<file path="src/rtl/accum_arbiter.sv">
// accum_arbiter: N requesters share one accumulator through a round-robin
// grant and an IDLE -> CHECK -> (ADD) -> ACK transaction sequence.
// Values at or below threshold are dropped and counted instead of being added.
//
// Ports:
//   CLK, RST    clock and synchronous active-high reset
//   enable      permits new grants from IDLE
//   req         per-requester request, held until ack
//   req_value   packed request values, requester i at [i*W +: W]
//   threshold   values <= threshold are dropped
//   ack         one-hot completion pulse during ACK
//   grant_id    index of current / last granted requester
//   busy        high whenever the sequencer is not in IDLE
//   count       running modular sum of accepted values
//   drop_cnt    saturating count of dropped requests
//   led         registered display of count, one cycle behind it
module accum_arbiter #(
   parameter int unsigned N       = 4,
   parameter int unsigned W       = 8,
   parameter int unsigned COUNT_W = 32,
   localparam int unsigned GID_W  = (N > 1) ? $clog2(N) : 1
) (
   input  logic               CLK,
   input  logic               RST,
   input  logic               enable,
   input  logic [N-1:0]       req,
   input  logic [N*W-1:0]     req_value,
   input  logic [W-1:0]       threshold,
   output logic [N-1:0]       ack,
   output logic [GID_W-1:0]   grant_id,
   output logic               busy,
   output logic [COUNT_W-1:0] count,
   output logic [7:0]         drop_cnt,
   output logic [7:0]         led
);

   localparam logic [1:0] S_IDLE  = 2'd0;
   localparam logic [1:0] S_CHECK = 2'd1;
   localparam logic [1:0] S_ADD   = 2'd2;
   localparam logic [1:0] S_ACK   = 2'd3;

   logic [1:0]         state_q, state_d;
   logic [GID_W-1:0]   gid_q, gid_d;
   logic [GID_W-1:0]   ptr_q, ptr_d;
   logic [W-1:0]       val_q, val_d;
   logic [COUNT_W-1:0] count_q, count_d;
   logic [7:0]         drop_q, drop_d;
   logic [N-1:0]       ack_q, ack_d;
   logic               busy_q, busy_d;
   logic [7:0]         led_q, led_d;

   logic [W-1:0]       vals [N];
   logic               found_c;
   logic [GID_W-1:0]   pick_c;

   // Unpack the request value bus.
   for (genvar gi = 0; gi < N; gi++) begin : g_unpack
      assign vals[gi] = req_value[gi*W +: W];
   end

   // Round-robin pick: first set request scanning upward from ptr_q.
   always_comb begin
      logic [GID_W-1:0] idx;
      found_c = 1'b0;
      pick_c  = '0;
      idx     = '0;
      for (int unsigned k = 0; k < N; k++) begin
         idx = GID_W'((32'(ptr_q) + k) % N);
         if (!found_c && req[idx]) begin
            found_c = 1'b1;
            pick_c  = idx;
         end
      end
   end

   // Next-state and registered-output logic.
   always_comb begin
      state_d = state_q;
      gid_d   = gid_q;
      ptr_d   = ptr_q;
      val_d   = val_q;
      count_d = count_q;
      drop_d  = drop_q;
      ack_d   = '0;

      case (state_q)
         S_IDLE: begin
            if (enable && found_c) begin
               gid_d   = pick_c;
               val_d   = vals[pick_c];
               state_d = S_CHECK;
            end
         end
         S_CHECK: begin
            if (val_q > threshold) begin
               state_d = S_ADD;
            end else begin
               if (drop_q != 8'hFF) begin
                  drop_d = drop_q + 8'd1;
               end
               ack_d[gid_q] = 1'b1;
               state_d      = S_ACK;
            end
         end
         S_ADD: begin
            count_d      = count_q + COUNT_W'(val_q);
            ack_d[gid_q] = 1'b1;
            state_d      = S_ACK;
         end
         S_ACK: begin
            // Pointer moves just past the requester that was served.
            ptr_d   = (gid_q == GID_W'(N - 1)) ? '0 : gid_q + GID_W'(1);
            state_d = S_IDLE;
         end
         default: begin
            state_d = S_IDLE;
         end
      endcase

      busy_d = (state_d != S_IDLE);
      // Show the upper byte once the sum has grown past 16 bits.
      led_d  = (count_q[COUNT_W-1:16] != '0) ? count_q[23:16] : count_q[7:0];
   end

   // State and datapath registers.
   always_ff @(posedge CLK) begin
      if (RST) begin
         state_q <= S_IDLE;
         gid_q   <= '0;
         ptr_q   <= '0;
         val_q   <= '0;
         count_q <= '0;
         drop_q  <= '0;
         ack_q   <= '0;
         busy_q  <= 1'b0;
         led_q   <= '0;
      end else begin
         state_q <= state_d;
         gid_q   <= gid_d;
         ptr_q   <= ptr_d;
         val_q   <= val_d;
         count_q <= count_d;
         drop_q  <= drop_d;
         ack_q   <= ack_d;
         busy_q  <= busy_d;
         led_q   <= led_d;
      end
   end

   assign ack      = ack_q;
   assign grant_id = gid_q;
   assign busy     = busy_q;
   assign count    = count_q;
   assign drop_cnt = drop_q;
   assign led      = led_q;

endmodule
</file>
<file path="config.mk">
export PLATFORM = sky130hd
export DESIGN_NAME = accum_arbiter
export DESIGN_NICKNAME = d
export VERILOG_FILES = /design/src/rtl/accum_arbiter.sv
export SDC_FILE = /design/constraint.sdc
export NUM_CORES = 1
export LEC_CHECK = 0
export ABC_AREA = 1
export BUFFER_PORTS_ARGS = -buffer_cell sky130_fd_sc_hd__buf_2
export CAP_MARGIN = 20
export CORE_MARGIN = 2
export CORE_UTILIZATION = 55
export CTS_BUF_LIST = sky130_fd_sc_hd__clkbuf_2 sky130_fd_sc_hd__clkbuf_4 sky130_fd_sc_hd__clkbuf_8
export DETAILED_ROUTE_END_ITERATION = 10
export PLACE_DENSITY = 0.9
export SYNTH_ARGS = -nofsm -noshare
export SYNTH_HDL_FRONTEND = slang
export SYNTH_SLANG_ARGS = --single-unit
</file>
<file path="constraint.sdc">
create_clock -name CLK -period 2.8 [get_ports CLK]
set_input_delay 0.56 -clock CLK [delete_from_list [all_inputs] [get_ports CLK]]
set_output_delay 0.56 -clock CLK [all_outputs]
set_load 0.02 [all_outputs]
</file>
==> metrics.txt <==
# TYPE chip_impl_metric gauge
chip_impl_metric{name="worst-slew-pin-transition",unit="ps"} 544
chip_impl_info{name="clock_tree_from_tritoncts",value="done"} 1
chip_impl_info{name="cpLargestDelayFamily",value="simple AND/OR/NAND/NOR gates"} 1
chip_impl_metric{name="finalHoldViolCount",unit=""} 0
chip_impl_metric{name="cts.repair_timing.setup_buffer_count",unit=""} 0
chip_impl_info{name="holdPathEnd",value="count[26]"} 1
chip_impl_metric{name="critical_path.max_stage_delay",unit="ps"} 420
chip_impl_metric{name="p_leak",unit="nW"} 2.52
chip_impl_metric{name="power_per_cell_area",unit="nW/um^2"} 786
chip_impl_metric{name="synth_async_sr_flop_share",unit="%"} 0
chip_impl_metric{name="floorplan.die.height",unit="um"} 91.9
chip_impl_metric{name="internal_power",unit="W"} 0.00222
chip_impl_metric{name="count_of_cells_along_the_worst_register_to_register_path",unit=""} 16
chip_impl_metric{name="final_critical_path_setup_slack",unit="ps"} 429
chip_impl_metric{name="drt-initial-drc-count",unit=""} 205
chip_impl_metric{name="finish.instance_area",unit="um^2"} 5020
chip_impl_metric{name="clock_tree.buffer_depth",unit=""} 2
chip_impl_metric{name="finalClockSkew",unit="ps"} 7.86
chip_impl_metric{name="top_level_ports",unit=""} 102
chip_impl_metric{name="timing.slew.headroom",unit="%"} 63.7
chip_impl_metric{name="yosys.area_share.simple",unit="%"} 36.8
chip_impl_metric{name="max-vdd-ir-drop",unit="V"} 0.000417
chip_impl_metric{name="synth_enable_flop_cells",unit=""} 0
chip_impl_info{name="worst_r2r_startpoint",value="count[0]"} 1
chip_impl_metric{name="detailed_place.area",unit="um^2"} 4810
chip_impl_metric{name="sequential_cell_area",unit="um^2"} 1340
chip_impl_metric{name="cts_htree_levels",unit=""} 3
chip_impl_metric{name="count_of_nets_left_with_antenna_violations_after_detail_routing",unit=""} 0
chip_impl_metric{name="first_global_vias",unit=""} 4159
chip_impl_metric{name="layout.nets",unit=""} 807
chip_impl_metric{name="gr-total-overflow",unit=""} 0
chip_impl_metric{name="p_comb_share",unit="%"} 45.5
chip_impl_info{name="hold_class",value="reg2reg"} 1
chip_impl_metric{name="vias",unit=""} 4509
chip_impl_metric{name="placement.io_buffers",unit=""} 101
chip_impl_metric{name="post_cts_hold_fix_bufs",unit=""} 0
chip_impl_metric{name="worst_skew_pair_latency",unit="ps"} 350
chip_impl_info{name="timing.critical_path.slowest_stage_cell",value="fa_1"} 1
chip_impl_metric{name="std_cell_rows",unit=""} 32
chip_impl_metric{name="start_util",unit="%"} 55.9
chip_impl_info{name="synth_top_family_by_area",value="simple AND/OR/NAND/NOR gates"} 1
chip_impl_metric{name="ys.warnings.count",unit=""} 0
chip_impl_metric{name="xor_and_xnor_area_share_after_synthesis",unit="%"} 2.47
chip_impl_metric{name="maxCapViolCount",unit=""} 0
chip_impl_metric{name="post-route-period-util",unit="%"} 84.7
chip_impl_info{name="timing.critical_path.from_type",value="flip-flop"} 1
chip_impl_info{name="crit-reg2reg-capture",value="count[18]"} 1
chip_impl_info{name="setup_repair_after_global_routing_missed_its_margin",value="no"} 1
chip_impl_info{name="yosys_most_used_dff",value="dfxtp_1"} 1
chip_impl_info{name="status",value="complete, no violations"} 1
chip_impl_metric{name="reg2reg_setup_slack",unit="ps"} 430
chip_impl_info{name="path_cells",value="ha_1 -> fa_1 -> nand2_1 -> nand2_1 -> o21ai_0 -> inv_1 -> nand2_1 -> nand3_1 -> inv_1 -> nor2_4 -> inv_1 -> nor2_4 -> nand2_1 -> nand2_1 -> nand2_1 -> nor2_1"} 1
chip_impl_metric{name="first_pass_iters",unit=""} 6
chip_impl_metric{name="yosys.area_share.adder",unit="%"} 8.12
chip_impl_metric{name="tritoncts.num_buffers",unit=""} 9
chip_impl_metric{name="avgRoutedWirePerCell",unit="um"} 13.1
chip_impl_metric{name="dp_slack",unit="ps"} 388
chip_impl_metric{name="yosys_register_bits",unit=""} 67
chip_impl_metric{name="areaGrowthSynthToFinish",unit="%"} 18.1
chip_impl_metric{name="synth.lib_cells_used.distinct",unit=""} 37
chip_impl_metric{name="chipWidth",unit="um"} 91.9
chip_impl_metric{name="timing.final.setup_violations",unit=""} 0
chip_impl_metric{name="clkSlewWorstSetupHoldPaths",unit="ps"} 80
chip_impl_metric{name="grt_pass1_wl",unit="mm"} 17.9
chip_impl_metric{name="p_switching",unit="W"} 0.00173
chip_impl_metric{name="critPathMaxFanout",unit=""} 5
chip_impl_info{name="critical_path.endpoint_type",value="flip-flop"} 1
chip_impl_metric{name="dp_hpwl",unit="mm"} 8.26
chip_impl_metric{name="post_route_cells_drive_above_1_share",unit="%"} 19.8
chip_impl_metric{name="syn_area_per_cell",unit="um^2"} 6.70
chip_impl_metric{name="max_freq",unit="MHz"} 422
chip_impl_metric{name="worstHoldPathCells",unit=""} 2
chip_impl_metric{name="mappedNetlistNets",unit=""} 708
chip_impl_metric{name="postSynthCellCount",unit=""} 634
chip_impl_metric{name="setup_tns",unit="ps"} 0
chip_impl_metric{name="p_sw_share",unit="%"} 43.7
chip_impl_metric{name="tritoncts_num_sinks",unit=""} 67
chip_impl_metric{name="cts_repair_resize_count",unit=""} 0
chip_impl_info{name="criticalPathCategory",value="reg2reg"} 1
chip_impl_metric{name="power.sequential.fraction",unit="%"} 32.8
chip_impl_info{name="cpMostUsedCell",value="nand2_1"} 1
chip_impl_metric{name="post_drt_via_cell_ratio",unit=""} 5.37
chip_impl_metric{name="critical_path_buf_inv_count",unit=""} 3
chip_impl_metric{name="grt_max_degree",unit=""} 37
chip_impl_metric{name="antenna_found_initial",unit=""} 0
chip_impl_metric{name="core",unit="um^2"} 7610
chip_impl_info{name="holdCritStartpoint",value="count[26]"} 1
chip_impl_metric{name="clkPwrFrac",unit="%"} 21.7
chip_impl_metric{name="die_area",unit="um^2"} 8450
chip_impl_metric{name="arrival",unit="ps"} 2620
chip_impl_metric{name="detail_route.wirelength",unit="mm"} 11.0
chip_impl_metric{name="synth_compound_gate_area_share",unit="%"} 10.9
chip_impl_metric{name="drv_slew",unit=""} 0
chip_impl_info{name="cts-root-buf",value="clkbuf_8"} 1
chip_impl_metric{name="hold_ws",unit="ps"} 508
chip_impl_metric{name="seq_area_frac_synth",unit="%"} 31.6
chip_impl_metric{name="muxShareOfSynthArea",unit="%"} 0
chip_impl_metric{name="syn-cell-area",unit="um^2"} 4250
chip_impl_metric{name="timing.final.crit_period",unit="ps"} 2370
chip_impl_metric{name="gp_routability_congestion",unit=""} 0.950
chip_impl_metric{name="drc_errors",unit=""} 0
chip_impl_metric{name="worst_ep_required_time",unit="ps"} 3050
chip_impl_metric{name="layout.core_utilization",unit="%"} 66.0
chip_impl_metric{name="multi_input_comb_area",unit="um^2"} 2480
chip_impl_metric{name="final_layout_fill_cell_count",unit=""} 658
chip_impl_metric{name="grt_util_all_layers",unit="%"} 26.0
chip_impl_metric{name="antenna_cells_inserted",unit=""} 0
## stage by stage
| stage | total power [W] | instances |
|---|---|---|
| 2_1_floorplan | 0.00269 | 634 |
| 3_3_place_gp | 0.00300 | 824 |
| 3_5_place_dp | 0.00309 | 824 |
| 4_1_cts | 0.00395 | 840 |
| 5_1_grt | 0.00424 | 840 |
| 6_report | 0.00395 | 840 |
## placed cells by master (no fill, tap or decap), types with 3 or more instances in the layout
cell type  synthesis  layout
a21oi_1           44      44
buf_2              1     101
clkbuf_8           0      12
dfxtp_1           67      67
ha_1              26      26
inv_1             84      84
inv_2              5       5
nand2_1          154     154
nand2_2            8       8
nand3_1           51      51
nand3_4            3       3
nand3b_1           7       7
nand4_1           16      16
nor2_1            63      63
nor3_1            16      16
nor4_1             8       8
o21a_1             6       6
o21ai_0           28      28
xor2_1            10      10
## worst max path at each step
stage | startpoint | end | cells past startpoint
2_1_floorplan | count[0] | count[18] | 16
3_3_place_gp | threshold[7] | drop_cnt[0] | 10
3_5_place_dp | threshold[7] | drop_cnt[7] | 10
4_1_cts | count[0] | count[18] | 16
5_1_grt | count[0] | count[14] | 16
6_report | count[0] | count[18] | 16
## synthesized netlist by cell type (3+ instances only)
master | n | area share [%]
nand2_2 | 8 | 1.2
nor3_1 | 16 | 1.9
ha_1 | 26 | 7.7
nand4_1 | 16 | 2.4
o21a_1 | 6 | 1.1
inv_2 | 5 | 0.44
inv_1 | 84 | 7.4
buf_6 | 4 | 1.1
clkbuf_1 | 6 | 0.53
nor2_1 | 63 | 5.6
nand3_4 | 3 | 1.2
xor2_1 | 10 | 2.1
dfxtp_1 | 67 | 32
a21oi_1 | 44 | 5.2
buf_1 | 3 | 0.26
nand3_1 | 51 | 6.0
nand2_1 | 154 | 14
nand3b_1 | 7 | 1.2
o21ai_0 | 28 | 3.3
nor4_1 | 8 | 1.2
## registers in the layout, indices dropped and copies added (netlist names)
register and flops:
drop_cnt 8, count 32, ack 4, busy 1, val_q 8, grant_id 2, ptr_q 2, led 8
state_q 2
## worst min-delay path: cells and delay by family, from the launching register on
family                 cells  cell delay (ps)
AO/OA/AOI/OAI              1               60
flip-flops                 1              340
buffers and inverters      1               70
## power by group through the flow
stage	sequential (W)	clock (W)	combinational, W
after floorplan	0.00139	0	0.00130
final	0.00130	0.000855	0.00180
after global placement	0.00130	0	0.00170
after CTS	0.00129	0.000856	0.00180
after global routing	0.00132	0.000896	0.00203
after detailed placement	0.00132	0	0.00177
## cell families after synthesis
group | Yosys count
xor gates and xnor gates | 12
AOI/OAI and AO/OA | 86
DFF | 67
adders and majority gates | 27
and+or+nand+nor | 337
buffers and inverters | 105
## cell type report
class	count	share of cell area, %
clock buffer	12	3.29
clock inverter	4	0.947
multi-input combinational	462	49.4
tap	102	2.54
inverter	90	6.73
sequential	67	26.7
timing repair buffer	103	10.4
## metal layers
| layer | part of all wire, % | routed length [um] | vias to the layer above | track usage, % |
|---|---|---|---|---|
| li1 | - | - | 2263 | - |
| met1 | 40 | 4390 | 2001 | 29.5 |
| met2 | 49 | 5410 | 212 | 45.9 |
| met3 | 8.0 | 882 | 33 | 5.42 |
| met4 | 2.6 | 283 | 0 | 13.2 |
| met5 | 0 | 0 | - | 0 |
Power figures use the tool's default switching activity.
